`src/rtl/pipe_ctrl_pkg.sv`:
```
// Purpose: shared types and sizing helpers for the pipeline sequencing controller.
// Latency: n/a (declarations only).
// Backpressure: n/a.
package pipe_ctrl_pkg;

    localparam int PERF_W_DEF      = 16;
    localparam int MDU_TIMEOUT_DEF = 64;

    typedef enum logic {
        RUN      = 1'b0,
        MDU_BUSY = 1'b1
    } state_e;

    // Busy counter must be able to hold every value up to the timeout.
    function automatic int busy_cnt_w(input int timeout);
        return $clog2(timeout + 1);
    endfunction

endpackage

```
`src/rtl/sat_counter.sv`:
```
// Purpose: performance counter that sticks at all-ones instead of wrapping.
// Latency: increment visible one cycle after inc is sampled.
// Backpressure: none; inc is accepted every cycle.
module sat_counter #(
    parameter int W = 16
) (
    input  logic         CLK,
    input  logic         RSTn,
    input  logic         inc,
    output logic [W-1:0] cnt
);

    logic [W-1:0] cnt_q;

    // Count up on inc unless already saturated.
    always_ff @(posedge CLK or negedge RSTn) begin
        if (!RSTn) begin
            cnt_q <= '0;
        end else if (inc && !(&cnt_q)) begin
            cnt_q <= cnt_q + W'(1);
        end
    end

    assign cnt = cnt_q;

endmodule

```
`src/rtl/pipe_ctrl.sv`:
```
// Purpose: hazard sequencing (load-use stall, branch flush, MDU occupancy) for the 5-stage core.
// Latency: controls are combinational from state and inputs; counters/MDU_err lag one edge.
// Backpressure: Stall_* hold upstream registers; MDU occupancy bounded by MDU_TIMEOUT cycles.
module pipe_ctrl
    import pipe_ctrl_pkg::*;
#(
    parameter int MDU_TIMEOUT = MDU_TIMEOUT_DEF,
    parameter int PERF_W      = PERF_W_DEF
) (
    input  logic              CLK,
    input  logic              RSTn,
    input  logic [4:0]        ID_Rs,
    input  logic [4:0]        ID_Rt,
    input  logic              ID_UsesRs,
    input  logic              ID_UsesRt,
    input  logic              EX_MemtoReg,
    input  logic [4:0]        EX_WriteReg,
    input  logic              EX_BranchTaken,
    input  logic              EX_MulDiv,
    input  logic              MDU_done,
    output logic              MDU_start,
    output logic              Stall_IF,
    output logic              Stall_ID,
    output logic              Stall_EX,
    output logic              Flush_ID,
    output logic              Flush_EX,
    output logic              Bubble_MEM,
    output logic              MDU_err,
    output logic [PERF_W-1:0] stall_cnt,
    output logic [PERF_W-1:0] flush_cnt
);

    localparam int           BW        = busy_cnt_w(MDU_TIMEOUT);
    // busy_q counts completed busy cycles; the cycle seeing BUSY_LAST is the
    // MDU_TIMEOUT-th cycle of the sequence and must release.
    localparam logic [BW-1:0] BUSY_LAST = BW'(MDU_TIMEOUT - 1);

    state_e        state_q, state_d;
    logic [BW-1:0] busy_q, busy_d;
    logic          err_q, err_set;
    logic          load_use;
    logic          start_c, hold_c, front_c, flush_id_c, flush_ex_c;

    assign load_use = EX_MemtoReg && (EX_WriteReg != 5'd0) &&
                      ((ID_UsesRs && (ID_Rs == EX_WriteReg)) ||
                       (ID_UsesRt && (ID_Rt == EX_WriteReg)));

    // State, busy counter and sticky timeout flag.
    always_ff @(posedge CLK or negedge RSTn) begin
        if (!RSTn) begin
            state_q <= RUN;
            busy_q  <= '0;
            err_q   <= 1'b0;
        end else begin
            state_q <= state_d;
            busy_q  <= busy_d;
            if (err_set) begin
                err_q <= 1'b1;
            end
        end
    end

    // Next state and raw controls; branch beats MDU entry beats load-use.
    always_comb begin
        state_d    = state_q;
        busy_d     = busy_q;
        err_set    = 1'b0;
        start_c    = 1'b0;
        hold_c     = 1'b0;
        front_c    = 1'b0;
        flush_id_c = 1'b0;
        flush_ex_c = 1'b0;
        case (state_q)
            RUN: begin
                if (EX_BranchTaken) begin
                    flush_id_c = 1'b1;
                    flush_ex_c = 1'b1;
                end else if (EX_MulDiv) begin
                    start_c = 1'b1;
                    hold_c  = 1'b1;
                    busy_d  = '0;
                    state_d = MDU_BUSY;
                end else if (load_use) begin
                    front_c    = 1'b1;
                    flush_ex_c = 1'b1;
                end
            end
            MDU_BUSY: begin
                if (MDU_done || (busy_q == BUSY_LAST)) begin
                    // Release: everything low so the result moves into EX/MEM.
                    err_set = !MDU_done;
                    state_d = RUN;
                end else begin
                    hold_c = 1'b1;
                    busy_d = busy_q + BW'(1);
                end
            end
            default: state_d = RUN;
        endcase
    end

    // Controls are forced low while reset is held.
    assign MDU_start  = RSTn & start_c;
    assign Stall_IF   = RSTn & (hold_c | front_c);
    assign Stall_ID   = RSTn & (hold_c | front_c);
    assign Stall_EX   = RSTn & hold_c;
    assign Bubble_MEM = RSTn & hold_c;
    assign Flush_ID   = RSTn & flush_id_c;
    assign Flush_EX   = RSTn & flush_ex_c;
    assign MDU_err    = err_q;

    sat_counter #(.W(PERF_W)) u_stall_cnt (
        .CLK  (CLK),
        .RSTn (RSTn),
        .inc  (Stall_IF),
        .cnt  (stall_cnt)
    );

    sat_counter #(.W(PERF_W)) u_flush_cnt (
        .CLK  (CLK),
        .RSTn (RSTn),
        .inc  (Flush_ID),
        .cnt  (flush_cnt)
    );

endmodule

```
`config.mk`:
```
export PLATFORM = sky130hd
export DESIGN_NAME = pipe_ctrl
export DESIGN_NICKNAME = d
export VERILOG_FILES = /design/src/rtl/pipe_ctrl_pkg.sv /design/src/rtl/sat_counter.sv /design/src/rtl/pipe_ctrl.sv
export SDC_FILE = /design/constraint.sdc
export NUM_CORES = 1
export LEC_CHECK = 0
export CORE_MARGIN = 5
export CORE_UTILIZATION = 51
export CTS_BUF_LIST = sky130_fd_sc_hd__clkbuf_16
export CTS_CLUSTER_DIAMETER = 200
export DETAILED_ROUTE_END_ITERATION = 16
export GPL_TIMING_DRIVEN = 0
export PLACE_DENSITY = 0.89
export SLEW_MARGIN = 20
export SYNTH_ARGS = -nofsm -noshare
export SYNTH_HDL_FRONTEND = slang
export SYNTH_SLANG_ARGS = --single-unit
```
`constraint.sdc`:
```
create_clock -name CLK -period 4.1 [get_ports CLK]
set_clock_uncertainty 0.2 [all_clocks]
set_input_delay 0.82 -clock CLK [delete_from_list [all_inputs] [get_ports CLK]]
set_output_delay 0.82 -clock CLK [all_outputs]
set_load 0.02 [all_outputs]
```
* Word level (Yosys, flattened, before mapping) *
Index checks and enable logic that the tools add are counted.

cells by class
  reduce and logical (&&, ||, !) cells = 15
  add/subtract/negate cells = 3
  bitwise operators = 7
  equal/unequal tests = 6
  mux-type cells = 19

operators with widths
  operator                                                                count
  16-bit by 1-bit adder with 16-bit output (second input constant)        2
  16-bit AND reduction                                                    2
  7-bit 2-to-1 mux                                                        3
  1-bit 2-to-1 mux                                                        14
  7-bit case mux with 2 select lines                                      1
  5-bit equality test                                                     2
  7-bit by 1-bit adder with 7-bit output (second input constant)          1
  7-bit by 6-bit equality test with 1-bit output (second input constant)  1
  1-bit logical AND                                                       6
  2-bit != test (second input constant)                                   3
  1-bit bitwise AND                                                       5
  5-bit nonzero test                                                      1
  1-bit zero test                                                         3
  3-bit AND reduction                                                     1
  1-bit logical OR                                                        2
  1-bit case mux with 2 select lines                                      1
  1-bit inverter                                                          1
  1-bit OR                                                                1

word-level totals
  register bits after elaboration = 41
  input bits = 23
  word-level logic and storage cells = 55

* Logic depth before layout (Yosys ltp) *
  depth after elaboration = 11
  mapped depth = 10

* Cells and area by module *
Synthesis repeated with hierarchy kept, for this count alone.

unflattened totals
  cell total of the unflattened synthesis = 219
  area total of the unflattened synthesis = 2339.7 µm²

by module, submodules not included
  module       cells each  instances  area each (µm²)  seq. area each (µm²)
  sat_counter  75          2          840.8            400.4
  pipe_ctrl    69          1          658.1            225.2

* Least setup slack after synthesis *
No wires, ideal clock.

  path type = input-to-output
  from = in EX_WriteReg[1]
  to = out Stall_IF
  buffers on the path = 1
  slack = 1086 ps
  data arrival time = 1994 ps
  cell stages on the path = 5
  path through = or4_1 > nor2_1 > nor3b_1 > a32o_2 > buf_4

on the way
  longest elaborated chain between the ends = 10

ends and longest elaborated chain
  what                                    line                              text
  start: declaration                      pipe_ctrl.sv:17                   input logic [4:0] EX_WriteReg,
  5-bit equality test (on tied branches)  pipe_ctrl.sv:45, pipe_ctrl.sv:46
  1-bit logical AND (on tied branches)    pipe_ctrl.sv:45, pipe_ctrl.sv:46
  1-bit logical OR                        pipe_ctrl.sv:45                   ((ID_UsesRs && (ID_Rs == EX_WriteReg)) ||
  1-bit logical AND (*)                   pipe_ctrl.sv:44                   assign load_use = EX_MemtoReg && (EX_WriteReg != 5'd0) &&
  1-bit 2-to-1 mux (*)                    pipe_ctrl.sv:83                   end else if (load_use) begin
  1-bit 2-to-1 mux (*)                    pipe_ctrl.sv:78                   end else if (EX_MulDiv) begin
  1-bit 2-to-1 mux (*)                    pipe_ctrl.sv:75                   if (EX_BranchTaken) begin
  1-bit 2-to-1 mux (*)                    pipe_ctrl.sv:73                   case (state_q)
  1-bit OR (*)                            --
  1-bit bitwise AND (*)                   --
  end: declaration                        pipe_ctrl.sv:22                   output logic Stall_IF,

Every way passes the cells marked *; elsewhere a longest branch is shown, timed or not.

* Final worst setup path *
  from = in EX_WriteReg[1]
  to = out Stall_ID

on the way
  longest elaborated chain between the ends = 10

ends and longest elaborated chain
  what                                    line                              text
  5-bit equality test (on tied branches)  pipe_ctrl.sv:45, pipe_ctrl.sv:46
  1-bit logical AND (on tied branches)    pipe_ctrl.sv:45, pipe_ctrl.sv:46
  1-bit logical OR                        pipe_ctrl.sv:45
  1-bit logical AND (*)                   pipe_ctrl.sv:44
  1-bit 2-to-1 mux (*)                    pipe_ctrl.sv:83
  1-bit 2-to-1 mux (*)                    pipe_ctrl.sv:78
  1-bit 2-to-1 mux (*)                    pipe_ctrl.sv:75
  1-bit 2-to-1 mux (*)                    pipe_ctrl.sv:73
  1-bit OR (*)                            pipe_ctrl.sv:105                  assign Stall_ID = RSTn & (hold_c | front_c);
  1-bit bitwise AND (*)                   pipe_ctrl.sv:105
  end: declaration                        pipe_ctrl.sv:23                   output logic Stall_ID,

Marked as above.

==> out/results.ini <==
[timing]
setup_viol=0
tightest_slew_ns=0.5870
fmax_ghz=0.2551
period_needed_ns=3.921
setup_ws_ns=0.1793
whs_ns=0.2893
timing.final.crit_share_pct=95.63
drv_slew=0
hold_violations=0
setup_tns_ns=0
grt_setup_unrepaired=no
relSlewSlack_pct=60.56

[synthesis]
yosysWarnings=0
synth_cells=204
syn_area_mm2=0.002136
avgSynthCellArea_um2=10.47
synthesis.nets=230
synth-seq-cells=41
ys_types=42
synth-seq-area-share_pct=48.04

[critical_path]
crit_chain=clkdlybuf4s50_1 > or4_1 > nor2_1 > nor3b_1 > a32o_2 > clkdlybuf4s50_1
cp.arrival_ns=2.90
cp_common_cell=clkdlybuf4s50_1
cp-end-kind=output pin
critPathSlowestCell=clkdlybuf4s50_1
startpoint_type=input port
cp_data_required_time_ns=3.08
cp_max_fo=6
slowest_delay_ns=0.56
path_class=input port to output pin
reg2reg_slack_ns=1.64

[cells_and_area]
final_common_cell=clkdlybuf4s50_1
mostFrequentLayoutCells=clkdlybuf4s50_1, dfrtp_1, xnor2_1
final_nets=300
design_area_mm2=0.002980
nFillCells=292
area_delta_synth_final_pct=39.54
n_antenna_cell=0
final_util_pct=73.98
drive_gt1_share_pct=9.854
fin_cells=324

[pwr]
comb_power_share_pct=29.6
vdd_drop_max_uv=393.3
p_seq_share_pct=42.5
leakagePower_nw=1.304
clock_power_share_pct=27.9
swShare_pct=32.94
p_per_area_mw_per_mm2=440.9
netSwitchingPower_uw=432.8
intPower_uw=881.2
p_total_mw=1.314

[clock_network]
h-tree-depth=2
clock_path_buffers=2
cts_sinks=41
numCtsBuffers=5
cts_hold_buf=0
clk_transition_reported_paths_ns=0.06
clkLatencyLatePin_ns=0.28
post_cts_buffers=0
cts_tree=built
cts-root-buf=clkbuf_16
cts_resized=0

[die]
io_pins=63
coreArea_mm2=0.004029
rows=23
die_width_um=74.72
initial_core_util_pct=53.01
die_area_mm2=0.005582
die_y_um=74.72

[detailed_routing]
dr.pass1.iters=4
drc=0
drtAntennaViolNets=0
first_iter_violations=99
vias=1775
via_per_inst=5.478
wire_per_inst_um=15.35
wl_um=4974

[global_route]
grt_max_degree=24
first_global_vias=1822
grtUsageTotal_pct=19.77
grt_antenna_before_repair=0
grt_pass1_wl_um=8404
overflow=0

[hold_path]
min_path_type=flop to flop

[placement]
place_area_mm2=0.002841
post-place-ws_ns=0.06603
place_inst=317
hpwl_um=3816
io_buffers=62
place.gp.congestion=0.8583

[job]
cap_violations=0

[run_status]
status=finished, final reports clean

## synthesized netlist by cell type, drive strengths merged
| cell type | instances | share of area (%) |
|---|---|---|
| a211oi | 1 | 0.35 |
| a21oi | 7 | 1.6 |
| a31oi | 3 | 0.88 |
| a32o | 1 | 0.53 |
| a41oi | 1 | 0.41 |
| and2 | 2 | 0.64 |
| and2b | 3 | 1.1 |
| and3 | 2 | 0.59 |
| and3b | 1 | 0.41 |
| and4 | 3 | 1.2 |
| buf | 3 | 1.4 |
| dfrtp | 41 | 48 |
| ha | 3 | 1.8 |
| inv | 5 | 0.88 |
| mux2 | 2 | 1.2 |
| nand2 | 19 | 3.7 |
| nand3 | 19 | 4.7 |
| nand4 | 10 | 2.9 |
| nor2 | 18 | 3.5 |
| nor2b | 1 | 0.29 |
| nor3 | 6 | 2.3 |
| nor3b | 3 | 1.6 |
| nor4 | 4 | 1.2 |
| o21ai | 1 | 0.23 |
| o21bai | 1 | 0.35 |
| o22ai | 1 | 0.29 |
| o31a | 1 | 0.82 |
| o31ai | 1 | 0.35 |
| or2 | 1 | 0.29 |
| or4 | 1 | 0.35 |
| xnor2 | 21 | 8.6 |
| xor2 | 18 | 7.4 |
## sequential cells by signal (all words and copies together), names as in the netlist
signal / count
busy_q: 7
MDU_err: 1
u_stall_cnt.cnt: 16
u_flush_cnt.cnt: 16
state_q: 1
## metal layers
metal,wire (um),GRT usage (%),vias up
met5,0,0,-
met3,202,3.738,8
met2,2622,34.63,48
li1,-,-,854
met1,2079,24.72,865
met4,70,6.126,0
## final timing paths
check | end | from | cells past startpoint
hold reg to reg | MDU_err | MDU_err | 1
hold / removal | MDU_err | MDU_err | 1
setup reg to reg | u_stall_cnt.cnt[1] | busy_q[0] | 9
setup / recovery | Stall_ID | EX_WriteReg[1] | 6
min in group asynchronous | busy_q[2] | RSTn | 1
max in group asynchronous | u_flush_cnt.cnt[0] | RSTn | 2
## critical path: cells and delay by family
family / cells / cell delay [ns]
AO/OA/AOI/OAI: 1 / 0.32
buffers and inverters: 2 / 1.03
AND/OR/NAND/NOR: 3 / 0.73
## power by group through the flow
stage               combinational (mW)  sequential, mW  clock, mW
floorplan                        0.141           0.610          0
finish                           0.389           0.558      0.366
CTS                              0.394           0.559      0.375
global placement                 0.377           0.560          0
detailed placement               0.392           0.564          0
global route                     0.421           0.575      0.392
## area by class of cell
type / count / area [um^2] / share of cell area [%]
buffer: 3 / 30.03 / 1.008
clock buffer: 5 / 125.1 / 4.198
clock inverter: 2 / 11.26 / 0.3778
inverter: 5 / 18.77 / 0.6297
multi-input combinational: 155 / 1061 / 35.60
sequential: 41 / 1026 / 34.42
tap: 50 / 62.56 / 2.099
timing repair buffer: 63 / 645.6 / 21.66
## kinds of logic after synthesis
kind of cell | after synthesis | share of synthesized area (%)
adder cells (fa/ha/maj) | 3 | 1.758
multiplexers | 2 | 1.230
flip-flops | 41 | 48.04
AO/OA/AOI/OAI | 18 | 5.859
XOR/XNOR | 39 | 15.99
AND/OR/NAND/NOR | 93 | 24.84
buffers and inverters | 8 | 2.284
(Power assumes the default switching activity.)
